## config.mk

```make
export PLATFORM = sky130hd
export DESIGN_NAME = mul_seq_ctrl
export DESIGN_NICKNAME = d
export VERILOG_FILES = /design/src/rtl/mul_seq_ctrl.sv
export SDC_FILE = /design/constraint.sdc
export NUM_CORES = 1
export LEC_CHECK = 0
export CORE_MARGIN = 4
export CORE_UTILIZATION = 42
export DETAILED_ROUTE_END_ITERATION = 10
export PLACE_DENSITY = 0.76
export SLEW_MARGIN = 20
export SYNTH_ARGS = -nofsm -noshare
export SYNTH_HDL_FRONTEND = slang
export SYNTH_SLANG_ARGS = --single-unit
```

## constraint.sdc

```tcl
create_clock -name CK -period 2.3 [get_ports CK]
set_clock_uncertainty 0.2 [all_clocks]
set_input_delay 0.46 -clock CK [delete_from_list [all_inputs] [get_ports CK]]
set_output_delay 0.46 -clock CK [all_outputs]
set_load 0.01 [all_outputs]
```

## src/rtl/mul_seq_ctrl.sv

```systemverilog
// -----------------------------------------------------------------------------
// mul_seq_ctrl
//
// Sequencer for an external 4x4 shift-add multiplier. It accepts operand
// pairs on a valid/ready input, launches the multiplier with a registered
// one-cycle START pulse, and waits for READY to go low and then high again.
// It then captures the 8-bit product, adds it to a running accumulator, and
// presents product plus sum on a valid/ready output. Only one operation is in
// flight at a time.
//
// Parameters
//   ACC_W    accumulator width in bits (>= 8); the sum wraps modulo 2^ACC_W
//   TIMEOUT  maximum cycles spent waiting on mul_READY (timeout build only)
//
// Optional feature (compile-time macro MUL_TIMEOUT_EN)
//   defined    a watchdog counts the cycles spent in WAIT_LO/WAIT_HI. On
//              expiry it sets the sticky err flag, abandons the operation,
//              and blocks further input until RN.
//   undefined  no counter is built, err is tied low, and the waits are
//              unbounded.
//
// Ports
//   CK         clock, all flops on the rising edge
//   RN         asynchronous active-low reset
//   in_valid   operand pair valid
//   in_ready   operand pair accepted when in_valid & in_ready
//   in_a       multiplicand
//   in_b       multiplier
//   mul_A      registered operand A to the multiplier
//   mul_B      registered operand B to the multiplier
//   mul_START  registered one-cycle launch pulse to the multiplier
//   mul_READY  multiplier idle/done flag
//   mul_P      multiplier product
//   out_valid  result valid
//   out_ready  downstream accepts the result
//   out_prod   captured product
//   out_acc    running sum of products, including out_prod
//   acc_clr    synchronous accumulator clear
//   busy       high whenever the sequencer is not IDLE
//   err        sticky timeout flag (always 0 without MUL_TIMEOUT_EN)
// -----------------------------------------------------------------------------
module mul_seq_ctrl #(
  parameter int unsigned ACC_W   = 16,
  parameter int unsigned TIMEOUT = 15
) (
  input  logic             CK,
  input  logic             RN,
  input  logic             in_valid,
  output logic             in_ready,
  input  logic [3:0]       in_a,
  input  logic [3:0]       in_b,
  output logic [3:0]       mul_A,
  output logic [3:0]       mul_B,
  output logic             mul_START,
  input  logic             mul_READY,
  input  logic [7:0]       mul_P,
  output logic             out_valid,
  input  logic             out_ready,
  output logic [7:0]       out_prod,
  output logic [ACC_W-1:0] out_acc,
  input  logic             acc_clr,
  output logic             busy,
  output logic             err
);

  // ---------------------------------------------------------------------------
  // Parameter sanity
  // ---------------------------------------------------------------------------
  if (ACC_W < 8 || TIMEOUT < 1) begin : g_bad_params
    $error("mul_seq_ctrl: ACC_W must be >= 8 and TIMEOUT must be >= 1");
  end

  // ---------------------------------------------------------------------------
  // State encoding
  // ---------------------------------------------------------------------------
  localparam logic [2:0] S_IDLE    = 3'd0;
  localparam logic [2:0] S_LAUNCH  = 3'd1;
  localparam logic [2:0] S_WAIT_LO = 3'd2;
  localparam logic [2:0] S_WAIT_HI = 3'd3;
  localparam logic [2:0] S_OUT     = 3'd4;

  logic [2:0]       state_q,     state_d;
  logic [3:0]       mul_a_q,     mul_a_d;
  logic [3:0]       mul_b_q,     mul_b_d;
  logic             mul_start_q, mul_start_d;
  logic             out_valid_q, out_valid_d;
  logic [7:0]       out_prod_q,  out_prod_d;
  logic [ACC_W-1:0] out_acc_q,   out_acc_d;

  logic accept;    // operand pair handshake this cycle
  logic capture;   // multiplier finished; product is sampled this cycle
  logic tmo_fire;  // watchdog expired without a capture this cycle
  logic err_q;

  // The multiplier result is only trusted after READY has been seen low, so
  // the capture is restricted to WAIT_HI.
  assign capture = (state_q == S_WAIT_HI) && mul_READY;

  // ---------------------------------------------------------------------------
  // Optional watchdog
  // ---------------------------------------------------------------------------
`ifdef MUL_TIMEOUT_EN
  localparam int unsigned CNT_W = $clog2(TIMEOUT + 1);
  localparam logic [CNT_W-1:0] TMO_LAST = CNT_W'(TIMEOUT - 1);

  logic [CNT_W-1:0] tmo_cnt_q, tmo_cnt_d;
  logic             err_d;
  logic             in_wait;

  assign in_wait = (state_q == S_WAIT_LO) || (state_q == S_WAIT_HI);

  // The counter reaches TIMEOUT on the edge that ends the TIMEOUT-th wait
  // cycle, which is the same edge that raises err and returns to IDLE.
  // A capture in that same cycle takes precedence.
  assign tmo_fire = in_wait && (tmo_cnt_q == TMO_LAST) && !capture;

  always_comb begin
    tmo_cnt_d = tmo_cnt_q;
    err_d     = err_q | tmo_fire;
    if (state_q == S_LAUNCH) begin
      tmo_cnt_d = '0;
    end else if (in_wait) begin
      tmo_cnt_d = tmo_cnt_q + 1'b1;
    end
  end

  always_ff @(posedge CK or negedge RN) begin
    if (!RN) begin
      tmo_cnt_q <= '0;
      err_q     <= 1'b0;
    end else begin
      tmo_cnt_q <= tmo_cnt_d;
      err_q     <= err_d;
    end
  end

  // After a timeout the multiplier is in an unknown condition, so intake
  // stays closed until reset.
  assign in_ready = (state_q == S_IDLE) && mul_READY && !err_q;
`else
  assign tmo_fire = 1'b0;
  assign err_q    = 1'b0;
  assign in_ready = (state_q == S_IDLE) && mul_READY;
`endif

  assign accept = in_valid && in_ready;

  // ---------------------------------------------------------------------------
  // Sequencer next-state logic
  // ---------------------------------------------------------------------------
  // NOTE: every signal assigned in this block gets a default at the top. A
  // path that leaves one unassigned would infer a latch.
  always_comb begin
    state_d     = state_q;
    mul_a_d     = mul_a_q;
    mul_b_d     = mul_b_q;
    mul_start_d = 1'b0;
    out_valid_d = out_valid_q;
    out_prod_d  = out_prod_q;

    unique case (state_q)
      S_IDLE: begin
        // Operands are registered at accept and then left alone until the
        // next accept, because the multiplier loads them after START.
        if (accept) begin
          mul_a_d     = in_a;
          mul_b_d     = in_b;
          mul_start_d = 1'b1;
          state_d     = S_LAUNCH;
        end
      end
      S_LAUNCH: begin
        state_d = S_WAIT_LO;
      end
      S_WAIT_LO: begin
        // READY is still high from the previous idle period for one edge
        // after START. Waiting for it to fall avoids sampling a stale READY.
        if (!mul_READY) begin
          state_d = S_WAIT_HI;
        end
      end
      S_WAIT_HI: begin
        if (capture) begin
          out_prod_d  = mul_P;
          out_valid_d = 1'b1;
          state_d     = S_OUT;
        end
      end
      S_OUT: begin
        if (out_ready) begin
          out_valid_d = 1'b0;
          state_d     = S_IDLE;
        end
      end
      default: begin
        state_d     = S_IDLE;
        out_valid_d = 1'b0;
      end
    endcase

    if (tmo_fire) begin
      state_d = S_IDLE;
    end
  end

  // ---------------------------------------------------------------------------
  // Accumulator
  // ---------------------------------------------------------------------------
  // A clear that coincides with a capture clears first and then adds, so the
  // sum restarts at the current product. The addition wraps silently. A clear
  // during OUT updates out_acc while out_valid is high; downstream samples
  // at the handshake.
  always_comb begin
    out_acc_d = out_acc_q;
    if (capture) begin
      out_acc_d = (acc_clr ? '0 : out_acc_q) + ACC_W'(mul_P);
    end else if (acc_clr) begin
      out_acc_d = '0;
    end
  end

  // ---------------------------------------------------------------------------
  // State registers
  // ---------------------------------------------------------------------------
  // NOTE: sequential state is written with non-blocking assignments only, so
  // every flop samples the pre-edge values regardless of statement order.
  always_ff @(posedge CK or negedge RN) begin
    if (!RN) begin
      state_q     <= S_IDLE;
      mul_a_q     <= '0;
      mul_b_q     <= '0;
      mul_start_q <= 1'b0;
      out_valid_q <= 1'b0;
      out_prod_q  <= '0;
      out_acc_q   <= '0;
    end else begin
      state_q     <= state_d;
      mul_a_q     <= mul_a_d;
      mul_b_q     <= mul_b_d;
      mul_start_q <= mul_start_d;
      out_valid_q <= out_valid_d;
      out_prod_q  <= out_prod_d;
      out_acc_q   <= out_acc_d;
    end
  end

  // ---------------------------------------------------------------------------
  // Outputs
  // ---------------------------------------------------------------------------
  assign mul_A     = mul_a_q;
  assign mul_B     = mul_b_q;
  assign mul_START = mul_start_q;
  assign out_valid = out_valid_q;
  assign out_prod  = out_prod_q;
  assign out_acc   = out_acc_q;
  assign busy      = (state_q != S_IDLE);
  assign err       = err_q;

endmodule

```

==> results of run 1 <==
[worst max path at each step]
| stage | startpoint | endpoint | slack [ns] | cells past startpoint |
|---|---|---|---|---|
| 2_1_floorplan | acc_clr | out_acc[12] | -0.42 | 10 |
| 3_3_place_gp | acc_clr | out_acc[12] | -0.77 | 9 |
| 3_5_place_dp | acc_clr | out_acc[14] | -0.79 | 10 |
| 4_1_cts | out_acc[0] | out_acc[12] | -0.15 | 8 |
| 5_1_grt | out_acc[0] | out_acc[12] | -0.21 | 8 |
| 6_report | out_acc[0] | out_acc[12] | -0.13 | 8 |
[cell type report]
| type | instances | share of cell area [%] |
|---|---|---|
| Inverter | 2 | 0.241 |
| Sequential cell | 37 | 29.8 |
| Tap cell | 52 | 2.09 |
| Clock buffer | 8 | 2.57 |
| Timing Repair Buffer | 98 | 28.3 |
| Multi-Input combinational cell | 159 | 37.0 |
[state kept, by name (all words and copies together) (netlist names)]
register   count
out_prod       8
mul_A          4
mul_START      1
out_valid      1
state_q        3
out_acc       16
mul_B          4
[repair_timing]
action | 4_1_cts | 5_1_grt
gates cloned | 0 | 0
buffers inserted | 3 | 5
hold endpoints to repair | 16 | 0
resized for setup | 20 | 16
setup endpoints to repair | 13 | 9
pin swaps | 8 | 11
hold buffers | 1 | 0
[through the flow]
| stage | hold slack [ns] | util (%) | TNS, ns | instances |
|---|---|---|---|---|
| 3_3_place_gp | 0.232 | 64.0 | -7.57 | 339 |
| 5_1_grt | 0.302 | 70.0 | -0.619 | 356 |
| 3_5_place_dp | 0.234 | 64.0 | -7.69 | 339 |
| 6_report | 0.277 | 70.0 | -0.276 | 356 |
| 4_1_cts | 0.280 | 67.8 | -0.236 | 351 |
| 2_1_floorplan | -0.0356 | - | -1.53 | 205 |
[synthesized netlist by cell type (all sizes together), types with 4 or more instances]
library cell	n	area share, %
nand3	6	1.5
o21ai	6	1.5
nor2	11	2.6
and3	4	1.3
xnor2	5	2.2
mux2	11	6.5
clkbuf	6	1.1
ha	8	5.1
nor2b	12	3.8
dfrtp	37	47
nand2	57	11
a21oi	8	2.0
[cell families after synthesis]
group | after synthesis
flip-flops | 37
adder cells (fa/ha/maj) | 9
AND/OR/NAND/NOR | 105
other | 1
multiplexers | 11
AO/OA/AOI/OAI | 25
XOR/XNOR | 8
buffers and inverters | 9
[critical path, delay by kind of cell (launching register included)]
family          cells  cell delay [ns]
simple gates        2             0.34
fa+ha+maj           2             0.50
flops               1             0.40
compound gates      3             0.59
mux                 1             0.29
[report_power, final]
part           leakage (µW)  total [µW]  internal [µW]  switching [µW]
sequential         0.000478         961            852             109
clock             0.0000395         433            215             218
combinational      0.000956        1230            695             531
total               0.00147        2620           1760             858
[per-layer routing]
metal | vias up | global-route usage (%)
met5 | - | 0
met4 | 0 | 4.89
met3 | 6 | 6.15
met2 | 56 | 32.7
met1 | 880 | 19.8
li1 | 895 | -
==> run summary, run 1 <==
Mapped Cells - 205
DIE AREA - 0.00583 mm²
Final hold vios - 0
Skew-Pair Late Insertion Delay - 0.29 ns
ANT nets after route - 0
Post-Synth Simple-Gate Area - 25.6%
Fillers - 338
Fin area - 0.00311 mm²
Crit Path Class - flip-flop to flip-flop
Pleak - 0.00147 µW
Vias in the first global route - 1,883
Drt wl/cell - 14.5 µm
Via density - 5.16
Adder-cell share of the synthesized area - 6.12%
Min cycle time layout - 2.43 ns
Slowest stage delay, CP - 0.40 ns
Grt ovf - 0
I/O pin count - 59
H-tree Lvls - 2
Reg area - 927 µm²
R2R cell count - 8
Compound-gate portion of the synthesized area - 8.99%
Max-slew violation total from the final report - 0
Reg clk slew, reported paths - 0.07 ns
Vias - 1,837
RR Startpoint - out_acc[0]
Ys flop type - dfrtp_1
Hold_sp - out_prod[7]
Nets - 334
GRT Overall Usage - 18.0%
Initial antenna violation count - 0
Worst Hold Class - flip-flop to flip-flop
Root Buffer - clkbuf_8
Largest net degree at the start of global routing - 22
Achievable Freq - 412 MHz
RePlAce Congestion - 0.870
Flops & latches, synth - 37
Ys Warns - 0
Met1 WL - 2.17 mm
Pwr Density - 842 mW/mm²
Syn nets - 236
Metal2 WL - 2.59 mm
Die width - 76.4 µm
Worst EP arrival - 2.41 ns
Initial Util - 44.2%
Critical-path cell list - nor2b_4 > ha_4 > fa_2 > a21o_1 > a221oi_2 > o21ai_1 > and4_1 > mux2_4
Hold depth - 2
Fin crit share - 106%
Row cnt - 24
Final wirelength - 5.15 mm
DRT iter0 DRCs - 82
CTS tree - done
Tot Pwr - 2620 µW
Largest family of logic cells by synthesized area - simple AND/OR/NAND/NOR gates
Slowest stage cell, crit path - dfrtp_1
Commonest non-fill, non-tap cells in the layout - nand2_1, clkdlybuf4s50_1, buf_4
Most common library cell in the layout ignoring fill and taps - nand2_1
Critical-path maximum fanout - 2
Setup ws final - -0.128 ns
FF-to-FF End - out_acc[12]
Num CTS Buffers - 5
Met3 WL - 328 µm
DRT Pass-1 Iters - 4
CP Launch Type - flip-flop
Placed Area - 0.00285 mm²
DP HPWL - 3.59 mm
Syn Area/Cell - 9.58 µm²
Maxcap violations - 0
Max layer used - met4
Post-synth ARST share - 100%
Post-Synth XOR/XNOR Area - 3.57%
Clock sink count - 37
Crit. End Element - flip-flop
DRC - 0
Setup WS pre-CTS - -0.789 ns
Multi-input combinational cell area - 0.00115 mm²
Status - finished, violations left
Clock Path Buffers - 2
Worst reg-to-reg setup slack - -0.13 ns
Mux cell area share after synthesis - 6.50%
Share of cells above drive strength 1 - 27.6%
Core Area - 0.00444 mm²
I/O Buffers - 57
Post-Syn Area - 0.00196 mm²
DIE HEIGHT - 76.4 µm
Netlist cell types - 40
EDFF count, synth - 0
First-pass GRT wire length - 8.46 mm
Hold EP - out_prod[7]
Max VDD drop - 0.547 mV
Ant diodes - 0
Setup violators final - 3
Violated checks - negative setup slack
Post-synthesis sequential area ratio - 47.2%
Area Growth Syn to Fin - 58.5%
Req. time, crit path - 2.28 ns
Unrepaired setup endpoints after global routing - true
Power figures use the tool's default switching activity.
==> run 2: changes to the inputs <==
--- a/config.mk
+++ b/config.mk
@@ -8,6 +8,7 @@
 export CORE_MARGIN = 4
 export CORE_UTILIZATION = 42
 export DETAILED_ROUTE_END_ITERATION = 10
+export GPL_ROUTABILITY_DRIVEN = 0
 export PLACE_DENSITY = 0.76
 export SLEW_MARGIN = 20
 export SYNTH_ARGS = -nofsm -noshare
==> results of run 2 <==
The final DEF is identical to that of run 1; final timing and power are the same.
==> run 3: changes to the inputs <==
--- a/config.mk
+++ b/config.mk
@@ -5,6 +5,7 @@
 export SDC_FILE = /design/constraint.sdc
 export NUM_CORES = 1
 export LEC_CHECK = 0
+export CORE_ASPECT_RATIO = 1.4
 export CORE_MARGIN = 4
 export CORE_UTILIZATION = 42
 export DETAILED_ROUTE_END_ITERATION = 10
==> run summary, run 3 (synthesized netlist as in run 1, its figures left out) <==
Req. time, crit path - 2.27 ns
DRT iter0 DRCs - 63
TNS Setup - -0.304 ns
ANT nets after route - 0
Achievable Freq - 410 MHz
Placed insts - 346
Maxcap violations - 0
Crit Path Class - flip-flop to flip-flop
Min cycle time layout - 2.44 ns
Fillers - 350
Die width - 65.8 µm
Max VDD drop - 0.560 mV
Skew-Pair Late Insertion Delay - 0.30 ns
DP HPWL - 3.59 mm
DIE AREA - 0.00585 mm²
Placed Area - 0.00284 mm²
Metal2 WL - 3.03 mm
Worst Hold Class - flip-flop to flip-flop
Initial Util - 43.3%
Met1 WL - 2.04 mm
Met3 WL - 231 µm
Family with the most delay on the worst path - compound AO/OA/AOI/OAI gates
Slowest stage delay, CP - 0.39 ns
Nets - 330
Commonest non-fill, non-tap cells in the layout - nand2_1, clkdlybuf4s50_1, dfrtp_1
Most common library cell in the layout ignoring fill and taps - nand2_1
Clock Path Buffers - 2
Initial antenna violation count - 0
Reg area - 927 µm²
Worst Path Buf+Inv - 0
Num CTS Buffers - 5
Drt wl/cell - 14.9 µm
Reg clk slew, reported paths - 0.08 ns
Setup ws final - -0.139 ns
Pwr Density - 844 mW/mm²
GRT Overall Usage - 17.8%
Ant diodes - 0
Via density - 5.11
Fin area - 0.00311 mm²
I/O Buffers - 57
Share of cells above drive strength 1 - 29.3%
Vias - 1,849
Max-slew violation total from the final report - 0
Worst hold slack - 0.276 ns
Unrepaired setup endpoints after global routing - true
DRC - 0
Final wirelength - 5.41 mm
Vias in the first global route - 1,834
Max layer used - met4
Area Growth Syn to Fin - 58.5%
CTS tree - done
Final hold vios - 0
Tot Pwr - 2630 µW
Fin crit share - 106%
Critical-path maximum fanout - 2
Crit. End Element - flip-flop
Violated checks - negative setup slack
Worst EP arrival - 2.41 ns
Root Buffer - clkbuf_8
Setup violators final - 3
Core Area - 0.00454 mm²
I/O pin count - 59
Grt ovf - 0
Slowest stage cell, crit path - dfrtp_1
Multi-input combinational cell area - 0.00116 mm²
Largest net degree at the start of global routing - 38
Critical-path cell list - nor2b_4 > ha_4 > fa_2 > a21o_1 > a221oi_2 > o21ai_1 > and4_1 > mux2_4
Status - finished, violations left
DRT Pass-1 Iters - 4
H-tree Lvls - 2
First-pass GRT wire length - 8.18 mm
CP Launch Type - flip-flop
Clock sink count - 37
DIE HEIGHT - 88.9 µm
Row cnt - 29
Largest register FFs - 16
Pleak - 0.00143 µW
Non-filler cells, final - 362
==> run 3: through the flow <==
stage	setup WS [ns]	utilization [%]
3_5_place_dp	-0.784	62.5
6_report	-0.139	68.6
4_1_cts	-0.135	66.6
3_3_place_gp	-0.752	62.5
5_1_grt	-0.225	68.6
2_1_floorplan	-0.416	-
==> run 3: worst paths after layout <==
| path | start | end | slack [ns] | cells after the start |
|---|---|---|---|---|
| worst max-delay path | out_acc[0] | out_acc[12] | -0.14 | 8 |
| worst min-delay path | out_prod[6] | out_prod[6] | 0.28 | 2 |
| worst max register to register | out_acc[0] | out_acc[12] | -0.14 | 8 |
| worst min register to register | out_prod[6] | out_prod[6] | 0.28 | 2 |
| max in group asynchronous | RN | state_q[2] | 1.23 | 3 |
| min in group asynchronous | RN | out_prod[4] | 0.46 | 3 |
==> run 3: cell type report <==
type                    instances  share of cell area (%)
multi-input cells             159                    37.2
flip-flops and latches         37                    29.8
repair buffers                 94                    27.5
well taps                      62                    2.49
clock buffers                   5                    2.21
clock inverters                 3                   0.563
inverters                       2                   0.241
==> run 3: worst reg2reg max path: stages (launching register included) <==
cell	delay [ns]
dfrtp_1	0.39
nor2b_4	0.14
ha_4	0.15
fa_2	0.35
a21o_1	0.20
a221oi_2	0.29
o21ai_1	0.11
and4_1	0.19
mux2_4	0.29
==> run 3: repair_timing <==
item,4_1_cts,5_1_grt
resized for setup,26,14
hold buffers,1,0
pin swaps,11,12
buffers inserted,5,3
endpoints found under the hold margin,37,0
endpoints found under the setup margin,13,8
==> run 3: metal layers <==
layer | vias up | GRT usage, %
met5 | - | 0
met4 | 0 | 6.79
met3 | 15 | 3.52
met2 | 50 | 33.1
met1 | 903 | 19.7
li1 | 881 | -
==> run 3: power breakdown <==
group	internal, µW	switching (µW)	total [µW]
clock	209	245	454
sequential	851	102	953
combinational	693	526	1220
total	1750	873	2630
==> patch: new RTL, settings of run 1 <==
The option `MUL_TIMEOUT_EN` is turned on by a define.
--- a/src/rtl/mul_seq_ctrl.sv
+++ b/src/rtl/mul_seq_ctrl.sv
@@ -40,4 +40,6 @@
 //   err        sticky timeout flag (always 0 without MUL_TIMEOUT_EN)
 // -----------------------------------------------------------------------------
+`define MUL_TIMEOUT_EN
+
 module mul_seq_ctrl #(
   parameter int unsigned ACC_W   = 16,
Behaviour: no difference found for any inputs over 10 cycles, from zero or initial values; that may be too few to reach the edited logic, so the function may still have changed.
==> patch against run 1 <==
Design area increased by 3.7%; first-iteration DRC count decreased by 30%; critical path depth unchanged; total power decreased by 4.9%; setup slack improved by 0.17 ns; count of clock-buffer cells in the layout decreased by 3; area after synthesis increased by 11%; routed wire length increased by 1.7%; sequential cell count increased by 5; fmax increased by 7.4%; hold slack got worse by 0.27 ns; largest cell class unchanged.
==> patch: results (changes against run 1) <==
status finished, final reports clean; largest net degree at the start of global routing 43 (+95%); Worst R2R Path Depth 8 (unchanged); initial antenna violation count 0 (unchanged); Netlist cell types 41 (+2.5%); most instantiated cells after synthesis 44 x nand2_1, 42 x dfrtp_1, 11 x nor2_1; Post-Synth Adder-Cell Area 6.686% (+0.57 points); maximum vdd drop 623.7 uV (+14%); initial DRC count 57 (-30%); Final #Nets 336 (+0.60%); drt pass-1 iters 4 (unchanged); Final Wtd Congestion 0.8260 (-5.1%); Cell Rows 25 (+4.2%); root buf cell clkbuf_8; GRT Overall Usage 17.90% (-0.073 points); layout cell share with drive strength beyond 1 20.72% (-6.9 points); async set-reset flop share out of synthesis 100.0% (unchanged); # diodes 0 (unchanged); Psw 0.0008632 W (+0.57%); syn nets 245 (+3.8%); YS warnings 0 (unchanged); Vias/cell 4.995 (-3.2%); WL final 5.234 mm (+1.7%); CTS clk-pin slew, worst paths 0.09 ns (+0.02 ns); beginning of the critical path mul_P[1]; mux contribution to synthesized area 5.187% (-1.3 points); hpwl dp 3.835 mm (+6.7%); Slew @ Worst Pin 0.5305 ns; H-tree levels 2 (unchanged); PortBufs 58 (+1.8%); Post-DP Area 3053 sq um (+7.3%); Pleak 1.555 nW (+5.5%); Synth area leaders dfrtp_1 48%, nand2_1 7.6%, ha_1 5.8%; Compound-Gate Fraction of Synth Area 10.89% (+1.9 points); Seq/Total Area, Yosys 48.41% (+1.3 points); cts bufs inserted 5 (unchanged); worst-path fanout max 6 (+4); vias in the first global route 1918 (+1.9%); Skew-Pair Late Insertion Delay 0.31 ns (+0.02 ns); clock buffer depth 2 (unchanged); XOR/XNOR Fraction of Synth Area 5.245% (+1.7 points); FF-to-FF Start out_acc[0]$_DFF_PN0_; max reg flops 16 (unchanged); first-pass GRT wire length 8.928 mm (+5.5%); worst hold-check path type in -> async
==> patch: power groups by stage <==
stage	Sequential (W)	Combinational, W	Clock (W)
floorplan	0.00104	0.000451	0
global placement	0.00100	0.000939	0
detailed placement	0.00101	0.000965	0
CTS	0.000994	0.000966	0.000525
global route	0.00102	0.00109	0.000566
finish	0.000993	0.000989	0.000509
==> patch: metal layers <==
metal  wire length [microns]  up-vias  GRT usage [%]
li1                        -      915              -
met1                    2347      893          23.00
met2                    2596       36          30.13
met3                     212        9          3.612
met4                      77        0          5.574
met5                       0        -              0
==> patch: per-stage QoR <==
stage / power, W / worst slack, ns / hold WS, ns / TNS, ns / instances
3_3_place_gp: 0.001944 / -0.6005 / 0.2610 / -6.732 / 360
6_report: 0.002492 / 0.03922 / 0.009674 / 0 / 371
3_5_place_dp: 0.001971 / -0.7092 / 0.2617 / -7.650 / 360
5_1_grt: 0.002670 / -0.04927 / 0.04638 / -0.1346 / 371
4_1_cts: 0.002485 / 0.004205 / 0.02633 / 0 / 368
2_1_floorplan: 0.001492 / 0.007590 / -0.03559 / 0 / 212
==> patch: worst max-delay path: stages <==
cell	delay, ns
clkdlybuf4s50_1	0.50
ha_1	0.37
a211oi_2	0.23
o21ai_2	0.14
buf_4	0.15
o2111ai_1	0.20
xor2_1	0.16
nor2_1	0.05
==> patch: path summary, 6_finish.rpt <==
check	slack, ns	endpoint
worst max-delay path	0.04	out_acc[11]$_DFF_PN0_
worst min-delay path	0.01	out_valid$_DFFE_PN0P_
worst max register to register	0.04	out_acc[6]$_DFF_PN0_
worst min register to register	0.28	out_prod[1]$_DFFE_PN0P_
max in group asynchronous	1.53	out_prod[7]$_DFFE_PN0P_
min in group CK	0.26	out_prod[3]$_DFFE_PN0P_
==> patch: cell families (layout without fill, tap and decap cells) <==
logic type / count (synthesis) / after routing
AOI/OAI and AO/OA: 36 / 36
xor gates and xnor gates: 13 / 13
adders and majority gates: 11 / 11
buffers and inverters: 10 / 102
DFF: 42 / 42
muxes: 10 / 10
and+or+nand+nor: 90 / 90
==> patch: timing repair <==
action                                  4_1_cts  5_1_grt
endpoints found under the setup margin       14        7
gates cloned                                  0        0
hold buffers                                  0        0
pin swaps                                     1        6
setup buffers                                 0        3
gates resized for setup                       7       12
==> patch: area by class of cell <==
class | instances | area [sq um]
clock buffers | 5 | 68.82
inverters | 3 | 11.26
multi-input cells | 160 | 1162
fillers | 389 | 1620
clock inverters | 3 | 25.02
repair buffers | 91 | 825.8
well taps | 67 | 83.83
flip-flops and latches | 42 | 1051
